===== config.mk =====
export PLATFORM = sky130hd
export DESIGN_NAME = sram_read_sequencer_flat
export DESIGN_NICKNAME = d
export VERILOG_FILES = /design/src/rtl/sram_rd_pkg.sv /design/src/rtl/sram_read_sequencer_if.sv /design/src/rtl/sram_read_sequencer_chip_decode.sv /design/src/rtl/sram_read_sequencer.sv /design/src/flat_wrapper.sv
export SDC_FILE = /design/constraint.sdc
export NUM_CORES = 1
export LEC_CHECK = 0
export ABC_AREA = 1
export BUFFER_PORTS_ARGS = -buffer_cell sky130_fd_sc_hd__buf_2
export CAP_MARGIN = 30
export CORE_UTILIZATION = 40
export CTS_BUF_LIST = sky130_fd_sc_hd__clkbuf_8
export CTS_CLUSTER_SIZE = 25
export DETAILED_ROUTE_END_ITERATION = 6
export PLACE_DENSITY = 0.73
export SYNTH_ARGS = -nofsm -noshare
export SYNTH_HDL_FRONTEND = slang
export SYNTH_SLANG_ARGS = --single-unit

===== constraint.sdc =====
create_clock -name clk -period 1.6 [get_ports clk]
set_clock_uncertainty 0.2 [all_clocks]
set_input_delay 0.48 -clock clk [delete_from_list [all_inputs] [get_ports clk]]
set_output_delay 0.48 -clock clk [all_outputs]
set_load 0.03 [all_outputs]

===== src/rtl/sram_rd_pkg.sv =====
// Shared types and default widths for the SRAM read sequencer.
// Optional feature macro used by the sequencer: SRAM_RD_BACK2BACK_EN.
package sram_rd_pkg;

    localparam int DEF_BIT_ADDR_EX = 19;
    localparam int DEF_BIT_CHIP    = 6;
    localparam int DEF_DATA_W      = 16;

    // Width of the wait-state down-counter; covers WAIT_CYC up to 15.
    localparam int WAIT_CNT_W      = 4;

    typedef enum logic [1:0] {
        IDLE    = 2'd0,
        SETUP   = 2'd1,
        WAIT    = 2'd2,
        CAPTURE = 2'd3
    } state_t;

endpackage


===== src/rtl/sram_read_sequencer_if.sv =====
// Request / result channel between the address-extension stage and the
// sequencer. master = requester, slave = sequencer.
interface sram_read_sequencer_if
    import sram_rd_pkg::*;
#(
    parameter int BIT_ADDR_EX = DEF_BIT_ADDR_EX,
    parameter int BIT_CHIP    = DEF_BIT_CHIP,
    parameter int DATA_W      = DEF_DATA_W
);

    logic                            req_valid;
    logic                            req_ready;
    logic [BIT_ADDR_EX+BIT_CHIP-1:0] req_addr;
    logic                            rd_valid;
    logic [DATA_W-1:0]               rd_data;
    logic                            rd_err;

    modport master (
        output req_valid, req_addr,
        input  req_ready, rd_valid, rd_data, rd_err
    );

    modport slave (
        input  req_valid, req_addr,
        output req_ready, rd_valid, rd_data, rd_err
    );

endinterface


===== src/rtl/sram_read_sequencer_chip_decode.sv =====
// Chip index -> one-hot active-low chip enable plus in-range flag.
// Out-of-range indices yield all enables high.
module sram_chip_decode
    import sram_rd_pkg::*;
#(
    parameter int BIT_CHIP = DEF_BIT_CHIP,
    parameter int NUM_CHIP = 4
) (
    input  logic [BIT_CHIP-1:0] chip,
    output logic [NUM_CHIP-1:0] ce_n,
    output logic                in_range
);

    // Decode the chip field; one extra bit so NUM_CHIP == 2**BIT_CHIP fits.
    always_comb begin
        in_range = ({1'b0, chip} < (BIT_CHIP+1)'(NUM_CHIP));
        ce_n     = '1;
        for (int i = 0; i < NUM_CHIP; i++) begin
            if (chip == BIT_CHIP'(i)) begin
                ce_n[i] = 1'b0;
            end
        end
    end

endmodule


===== src/rtl/sram_read_sequencer.sv =====
// Wait-stated asynchronous SRAM read sequencer: one outstanding read,
// valid/ready request, one-cycle result pulse.
// Optional: SRAM_RD_BACK2BACK_EN lets a new request be accepted in CAPTURE
// so consecutive reads skip the IDLE cycle.
//
// state   | meaning
// --------+-----------------------------------------------------------
// IDLE    | no access; ce_n/oe_n high; ready for a request
// SETUP   | address and ce_n/oe_n driven, first cycle of the access
// WAIT    | WAIT_CYC wait states, down-counter runs to terminal count
// CAPTURE | data sampled at the closing edge, result strobed
module sram_read_sequencer
    import sram_rd_pkg::*;
#(
    parameter int BIT_ADDR_EX = DEF_BIT_ADDR_EX,
    parameter int BIT_CHIP    = DEF_BIT_CHIP,
    parameter int NUM_CHIP    = 4,
    parameter int DATA_W      = DEF_DATA_W,
    parameter int WAIT_CYC    = 2
) (
    input  logic                    clk,
    input  logic                    clr_n,
    sram_read_sequencer_if.slave    bus,
    output logic [BIT_ADDR_EX-1:0]  sram_addr,
    output logic [NUM_CHIP-1:0]     sram_ce_n,
    output logic                    sram_oe_n,
    input  logic [DATA_W-1:0]       sram_dq_in
);

    // WAIT is entered with WAIT_CYC-1 so it lasts exactly WAIT_CYC cycles.
    localparam logic [WAIT_CNT_W-1:0] WAIT_LOAD =
        (WAIT_CYC > 0) ? WAIT_CNT_W'(WAIT_CYC - 1) : '0;

    state_t                  state;
    logic [WAIT_CNT_W-1:0]   wait_cnt;
    logic                    err_pend;
    logic [BIT_CHIP-1:0]     req_chip;
    logic [BIT_ADDR_EX-1:0]  req_word;
    logic [NUM_CHIP-1:0]     dec_ce_n;
    logic                    dec_in_range;
    logic                    handshake;

    assign req_chip = bus.req_addr[BIT_ADDR_EX +: BIT_CHIP];
    assign req_word = bus.req_addr[BIT_ADDR_EX-1:0];

    sram_chip_decode #(
        .BIT_CHIP (BIT_CHIP),
        .NUM_CHIP (NUM_CHIP)
    ) u_decode (
        .chip     (req_chip),
        .ce_n     (dec_ce_n),
        .in_range (dec_in_range)
    );

    // Ready depends only on state so the requester never sees a loop.
    always_comb begin
`ifdef SRAM_RD_BACK2BACK_EN
        bus.req_ready = (state == IDLE) || (state == CAPTURE);
`else
        bus.req_ready = (state == IDLE);
`endif
    end

    assign handshake = bus.req_valid & bus.req_ready;

    // Sequencer FSM with registered SRAM strobes and result outputs.
    always_ff @(posedge clk or negedge clr_n) begin
        if (!clr_n) begin
            state        <= IDLE;
            wait_cnt     <= '0;
            err_pend     <= 1'b0;
            sram_addr    <= '0;
            sram_ce_n    <= '1;
            sram_oe_n    <= 1'b1;
            bus.rd_valid <= 1'b0;
            bus.rd_data  <= '0;
            bus.rd_err   <= 1'b0;
        end else begin
            bus.rd_valid <= 1'b0;

            // An out-of-range request reports one edge after its handshake.
            if (err_pend) begin
                bus.rd_valid <= 1'b1;
                bus.rd_err   <= 1'b1;
                bus.rd_data  <= '0;
                err_pend     <= 1'b0;
            end

            case (state)
                IDLE: begin
                    if (handshake) begin
                        if (dec_in_range) begin
                            state     <= SETUP;
                            sram_addr <= req_word;
                            sram_ce_n <= dec_ce_n;
                            sram_oe_n <= 1'b0;
                        end else begin
                            err_pend  <= 1'b1;
                        end
                    end
                end

                SETUP: begin
                    if (WAIT_CYC > 0) begin
                        state    <= WAIT;
                        wait_cnt <= WAIT_LOAD;
                    end else begin
                        state    <= CAPTURE;
                    end
                end

                WAIT: begin
                    if (wait_cnt == '0) begin
                        state    <= CAPTURE;
                    end else begin
                        wait_cnt <= wait_cnt - 1'b1;
                    end
                end

                CAPTURE: begin
                    bus.rd_data  <= sram_dq_in;
                    bus.rd_valid <= 1'b1;
                    bus.rd_err   <= 1'b0;
                    sram_ce_n    <= '1;
                    sram_oe_n    <= 1'b1;
                    state        <= IDLE;
`ifdef SRAM_RD_BACK2BACK_EN
                    // Chain straight into the next access; oe_n never rises.
                    if (handshake) begin
                        if (dec_in_range) begin
                            state     <= SETUP;
                            sram_addr <= req_word;
                            sram_ce_n <= dec_ce_n;
                            sram_oe_n <= 1'b0;
                        end else begin
                            err_pend  <= 1'b1;
                        end
                    end
`endif
                end

                default: begin
                    state <= IDLE;
                end
            endcase
        end
    end

endmodule


===== src/flat_wrapper.sv =====
// flat-port wrapper written by rule: the top's interface ports become plain ports
module sram_read_sequencer_flat import sram_rd_pkg::*;
#(
    parameter int BIT_ADDR_EX = DEF_BIT_ADDR_EX,
    parameter int BIT_CHIP    = DEF_BIT_CHIP,
    parameter int NUM_CHIP    = 4,
    parameter int DATA_W      = DEF_DATA_W,
    parameter int WAIT_CYC    = 2
)
  (clk, clr_n, sram_addr, sram_ce_n, sram_oe_n, sram_dq_in, bus_req_valid, bus_req_addr, bus_req_ready, bus_rd_valid, bus_rd_data, bus_rd_err);
  sram_read_sequencer_if #(.BIT_ADDR_EX(BIT_ADDR_EX), .BIT_CHIP(BIT_CHIP), .DATA_W(DATA_W)) bus_i ();
  input  logic clk;
  input  logic clr_n;
  output logic [BIT_ADDR_EX-1:0] sram_addr;
  output logic [NUM_CHIP-1:0] sram_ce_n;
  output logic sram_oe_n;
  input  logic [DATA_W-1:0] sram_dq_in;
  input wire logic [$bits(bus_i.req_valid)-1:0] bus_req_valid;
  input wire logic [$bits(bus_i.req_addr)-1:0] bus_req_addr;
  output wire logic [$bits(bus_i.req_ready)-1:0] bus_req_ready;
  output wire logic [$bits(bus_i.rd_valid)-1:0] bus_rd_valid;
  output wire logic [$bits(bus_i.rd_data)-1:0] bus_rd_data;
  output wire logic [$bits(bus_i.rd_err)-1:0] bus_rd_err;
  assign bus_i.req_valid = bus_req_valid;
  assign bus_i.req_addr = bus_req_addr;
  assign bus_req_ready = bus_i.req_ready;
  assign bus_rd_valid = bus_i.rd_valid;
  assign bus_rd_data = bus_i.rd_data;
  assign bus_rd_err = bus_i.rd_err;
  sram_read_sequencer #(.BIT_ADDR_EX(BIT_ADDR_EX), .BIT_CHIP(BIT_CHIP), .NUM_CHIP(NUM_CHIP), .DATA_W(DATA_W), .WAIT_CYC(WAIT_CYC)) u_core (.clk(clk), .clr_n(clr_n), .bus(bus_i), .sram_addr(sram_addr), .sram_ce_n(sram_ce_n), .sram_oe_n(sram_oe_n), .sram_dq_in(sram_dq_in));
endmodule

# Yosys cells after proc, flatten, opt, wreduce, memory -nomap -nowiden
# Index checks and enable logic that the tools add are counted.
op_classes:
  n_addsub: 1
  multipliers: 0
  div: 0
  n_lt_le_gt_ge: 1
  eq_ne: 10
  n_shift: 0
  muxes: 25
  n_bitwise: 1
  reduce_logical: 10
op_table:
  columns: ["cell", "count"]
  rows:
  - ["$mux 16", 2]
  - ["$pmux 4 s2", 2]
  - ["$mux 1", 13]
  - ["$eq 6x2->1 const B", 2]
  - ["$mux 4", 3]
  - ["$reduce_and 3->1", 3]
  - ["$pmux 2 s4", 1]
  - ["$eq 6x1->1 const B", 1]
  - ["$logic_not 6->1", 1]
  - ["$lt 6x3->1 const B", 1]
  - ["$mux 2", 3]
  - ["$ne 2x2->1 const B", 3]
  - ["$reduce_bool 2->1", 3]
  - ["$eq 2x2->1 const B", 2]
  - ["$logic_not 4->1", 1]
  - ["$sub 4x1->4 const B", 1]
  - ["$eq 2x1->1 const B", 1]
  - ["$logic_not 2->1", 1]
  - ["$ne 2x1->1 const B", 1]
  - ["$pmux 1 s2", 1]
  - ["$reduce_and 2->1", 1]
  - ["$and 1x1->1", 1]
word_totals:
  regBits: 49
  latch_bits: 0
  ramBits: 0
  mem_bits_ro: 0
  in_bits: 44
  elab_cells: 57
  memories: 0

# Longest topological paths before layout
depth:
  depth_word: 5
  depth_mapped: 8
  depth_no_buf: 8

# Hierarchy
# Synthesis repeated with hierarchy kept, for this count alone.
hier_totals:
  cells_unflattened: 245
  hier_area_um2: 2168.3
by_module_without_submodules:
  columns: ["mod", "instances", "cells_each", "area_per_inst_um2", "seq_area_each_um2"]
  rows:
  - ["sram_read_sequencer", 1, 231, 2103.3, 1232.4]
  - ["sram_chip_decode", 1, 14, 65.1, 0.0]

# Least setup slack after synthesis
# Ideal clock, no wire load.
synth_timing:
  path_kind: "register to register"
  from: "reg u_core.state[0]"
  to: "reg u_core.sram_addr[0]"
  setup_ns: 0.118
  t_arrival_ns: 1.438
  slack_ns: -0.156
  path_stages_with_launch: 9
  synth_period_minus_slack_ns: 1.756
  cell_sequence: "dfrtp_1 -> inv_1 -> ha_1 -> inv_1 -> nor2_2 -> inv_1 -> buf_2 -> nand2_1 -> nand2_1"
synth_between:
  elab_chain_len: 3
synth_rtl:
  columns: ["item", "line_no", "source"]
  rows:
  - ["start: declaration", "sram_read_sequencer.sv:34", "state_t state;"]
  - ["start signal: assignment", "sram_read_sequencer.sv:69", "state <= IDLE;"]
  - ["start signal: assignment", "sram_read_sequencer.sv:93", "state <= SETUP;"]
  - ["start signal: assignment", "sram_read_sequencer.sv:105", "state <= WAIT;"]
  - ["$logic_not 2->1 (*)", "sram_read_sequencer.sv:60", "bus.req_ready = (state == IDLE);"]
  - ["net bus_req_ready", "flat_wrapper.sv:20", "output wire logic [$bits(bus_i.req_ready)-1:0] bus_req_ready;"]
  - ["$and 1x1->1", "sram_read_sequencer.sv:64", "assign handshake = bus.req_valid & bus.req_ready;"]
  - ["$reduce_and 3->1 (no line) (*)", null, null]
  - ["end signal: assignment", "sram_read_sequencer.sv:94", "sram_addr <= req_word;"]
  - ["end: declaration", "sram_read_sequencer.sv:24", "output logic [BIT_ADDR_EX-1:0] sram_addr,"]
# Mark *: on every way through the listed nets, which the timed path passes. The rest lies on a longest branch.
# A chain may end at the register's enable or synchronous reset.

# Worst setup path in the final report
layout_timing:
  from: "reg u_core.state[1]"
  to: "out bus_req_ready"
layout_between:
  elab_chain_len: 1
layout_rtl:
  columns: ["item", "line_no"]
  rows:
  - ["$logic_not 2->1", "sram_read_sequencer.sv:60"]
  - ["end: declaration", "flat_wrapper.sv:20"]
# No other way between the ends.

==> results.py <==
metrics = {
    "sta": {
        "fin_ws_ns": -0.126,
        "setup_viol": 6,
        "hold_viol_final": 0,
        "rsz0062_at_grt": "true",
        "worstMarginPinSlew_ns": 0.480,
        "finalCritPeriodShare_pct": 108,
        "maxSlewViolCount": 0,
        "fin_tns_setup_ns": -0.395,
        "slew_headroom_pct": 67.8,
        "fin_hold_ws_ns": 0.177,
        "fmax_ghz": 0.579,
        "min_period_ns": 1.73,
    },
    "routing": {
        "drc_errors": 0,
        "routed_wl_um": 4870,
        "ant_nets": 0,
        "wl_per_cell_um": 11.4,
        "via_per_inst": 4.59,
        "drt-initial-drc-count": 107,
        "vias": 1957,
        "drt_first_pass_iters": 4,
    },
    "power_and_ir_drop": {
        "finalPower_mw": 6.31,
        "power_density_nw_per_um2": 2080,
        "leakage_nw": 1.76,
        "max-vdd-ir-drop_uv": 988,
    },
    "place": {
        "io_buffers": 86,
        "hpwl_um": 3470,
        "dp.cells": 411,
        "place_congestion": 0.782,
        "place_area_um2": 2760,
        "post-place-ws_ns": -0.0765,
    },
    "logic_synthesis": {
        "yosys.area_share.simple_pct": 31.5,
        "synth_nets": 301,
        "synth_top_area_cell": "dfrtp_1",
        "synth-seq-cells": 49,
        "synth-xor-area-share_pct": 0.409,
        "syn-instance-count": 251,
        "seq_area_frac_synth_pct": 57.5,
        "yosys_warnings": 0,
        "syn_avg_cell_area_um2": 8.53,
        "yosys.cell_types.count": 20,
        "synth_compound_area_share_pct": 1.17,
        "synth.area.top_cells": "dfrtp_1, nand2_1, dfstp_2",
        "synthMuxAreaShare_pct": 0,
        "synth.cell_area_um2": 2140,
        "yosysTopAreaCellShare_pct": 51.4,
        "synth_fa_ha_area_share_pct": 3.50,
        "synth_top_family_by_area": "simple AND/OR/NAND/NOR gates",
    },
    "clock_tree": {
        "clk_pin_slew_ns": 0.09,
        "clock_latency_ns": 0.29,
        "cts_tree": "done",
        "clockBufferDepth": 2,
        "cts_htree_levels": 2,
        "clockRootBuffer": "clkbuf_8",
        "numCtsBuffers": 5,
        "cts_sinks": 49,
    },
    "die": {
        "die_x_um": 75.2,
        "die_h_um": 75.2,
        "num_rows": 26,
        "core_area_um2": 5140,
        "die_area_um2": 5650,
        "ios": 87,
        "initial_core_util_pct": 41.7,
    },
    "final_layout": {
        "fin_area_um2": 3030,
        "final_layout_size_suffix_gt1_share_pct": 38.2,
        "area_growth_pct": 41.6,
        "layout_commonest_cell": "nand2_1",
        "n_antenna_cell": 0,
        "stdcell_count": 426,
        "layout_common_cells": "nand2_1, buf_2, dfrtp_1, nand3_1",
        "final_util_pct": 59.0,
        "nets": 405,
    },
    "critical_path": {
        "cp.arrival_ns": 1.05,
        "cp_max_fo": 2,
        "cp.required_ns": 0.92,
        "crit_type": "flop to output pin",
        "start_kind": "flop",
        "r2r_setup_slack_ns": 0,
        "crit_path_end_kind": "output pin",
    },
    "run_status": {
        "status": "finished, violations left",
        "failed_checks": "setup timing",
    },
    "grt": {
        "grt_first_pass_wirelength_um": 6950,
        "grt_overflow": 0,
        "grt_pass1_vias": 1582,
        "grt_use_total_pct": 16.4,
        "antenna_found_initial": 0,
        "grt_max_degree": 22,
    },
    "worst_hold_path": {
        "hold_class": "input pin to flop",
    },
    "job": {
        "cap_violations": 0,
    },
}
## final timing paths
path,to,depth (start not counted),startpoint
max,bus_req_ready,3,u_core.state[1]
min,u_core.bus.rd_data[3],3,sram_dq_in[3]
max reg2reg,u_core.sram_addr[12],9,u_core.state[1]
min reg2reg,u_core.sram_addr[0],2,u_core.sram_addr[0]
max in group asynchronous,u_core.sram_addr[0],3,clr_n
min in group asynchronous,u_core.wait_cnt[3],2,clr_n
## Yosys cell counts, drive strengths merged
cell type    n
a21oi        1
ha           6
nor2        13
dfrtp       44
buf          8
xnor2        1
dfstp        5
clkinv       1
o21ai        4
nand2      122
nand3       27
nand4        2
clkbuf       1
inv         16
## layer usage
layer / track usage [%] / vias to the layer above / part of all wire (%)
li1: - / 983 / -
met1: 21.3 / 905 / 45
met2: 27.0 / 63 / 49
met3: 4.55 / 6 / 5.5
met4: 4.53 / 0 / 0.99
met5: 0 / - / 0
## area by class of cell
cell class              count  area (um2)
clock inverters             2        33.8
fillers                   486        2110
multi-input cells         176         817
well taps                  70        87.6
clock buffers               6        82.6
inverters                  17        66.3
flip-flops and latches     49        1230
repair buffers            106         713
## critical path, cell delays in order (launching register included)
cell	delay, ns
dfrtp_1	0.40
inv_2	0.09
ha_4	0.15
buf_6	0.12
## what timing repair did
| item | in CTS | in global routing |
|---|---|---|
| buffers inserted | 3 | 2 |
| endpoints found under the hold margin | 5 | 0 |
| resized for setup | 15 | 13 |
| hold buffers | 1 | 0 |
| setup endpoints to repair | 6 | 51 |
| pin swaps | 2 | 2 |
| gates cloned | 0 | 2 |
## power breakdown
| group | switching (mW) | internal (mW) | leakage (nW) | total, mW |
|---|---|---|---|---|
| combinational | 2.13 | 1.16 | 1.07 | 3.29 |
| sequential | 0.300 | 1.83 | 0.622 | 2.13 |
| clock | 0.387 | 0.503 | 0.0626 | 0.890 |
## flip-flops by register name, indices dropped and copies added (netlist names)
name / count
u_core.sram_addr: 19
u_core.bus.rd_data: 16
u_core.sram_ce_n: 4
u_core.wait_cnt: 4
u_core.state: 2
u_core.bus.rd_err: 1
u_core.bus.rd_valid: 1
u_core.err_pend: 1
u_core.sram_oe_n: 1
## kinds of logic (layout without fill, tap and decap cells)
logic type / count (synthesis) / count (layout)
AOI/OAI and AO/OA: 5 / 5
xor gates and xnor gates: 1 / 1
adders and majority gates: 6 / 6
buffers and inverters: 26 / 131
DFF: 49 / 49
and+or+nand+nor: 164 / 164
(Power assumes the default switching activity.)
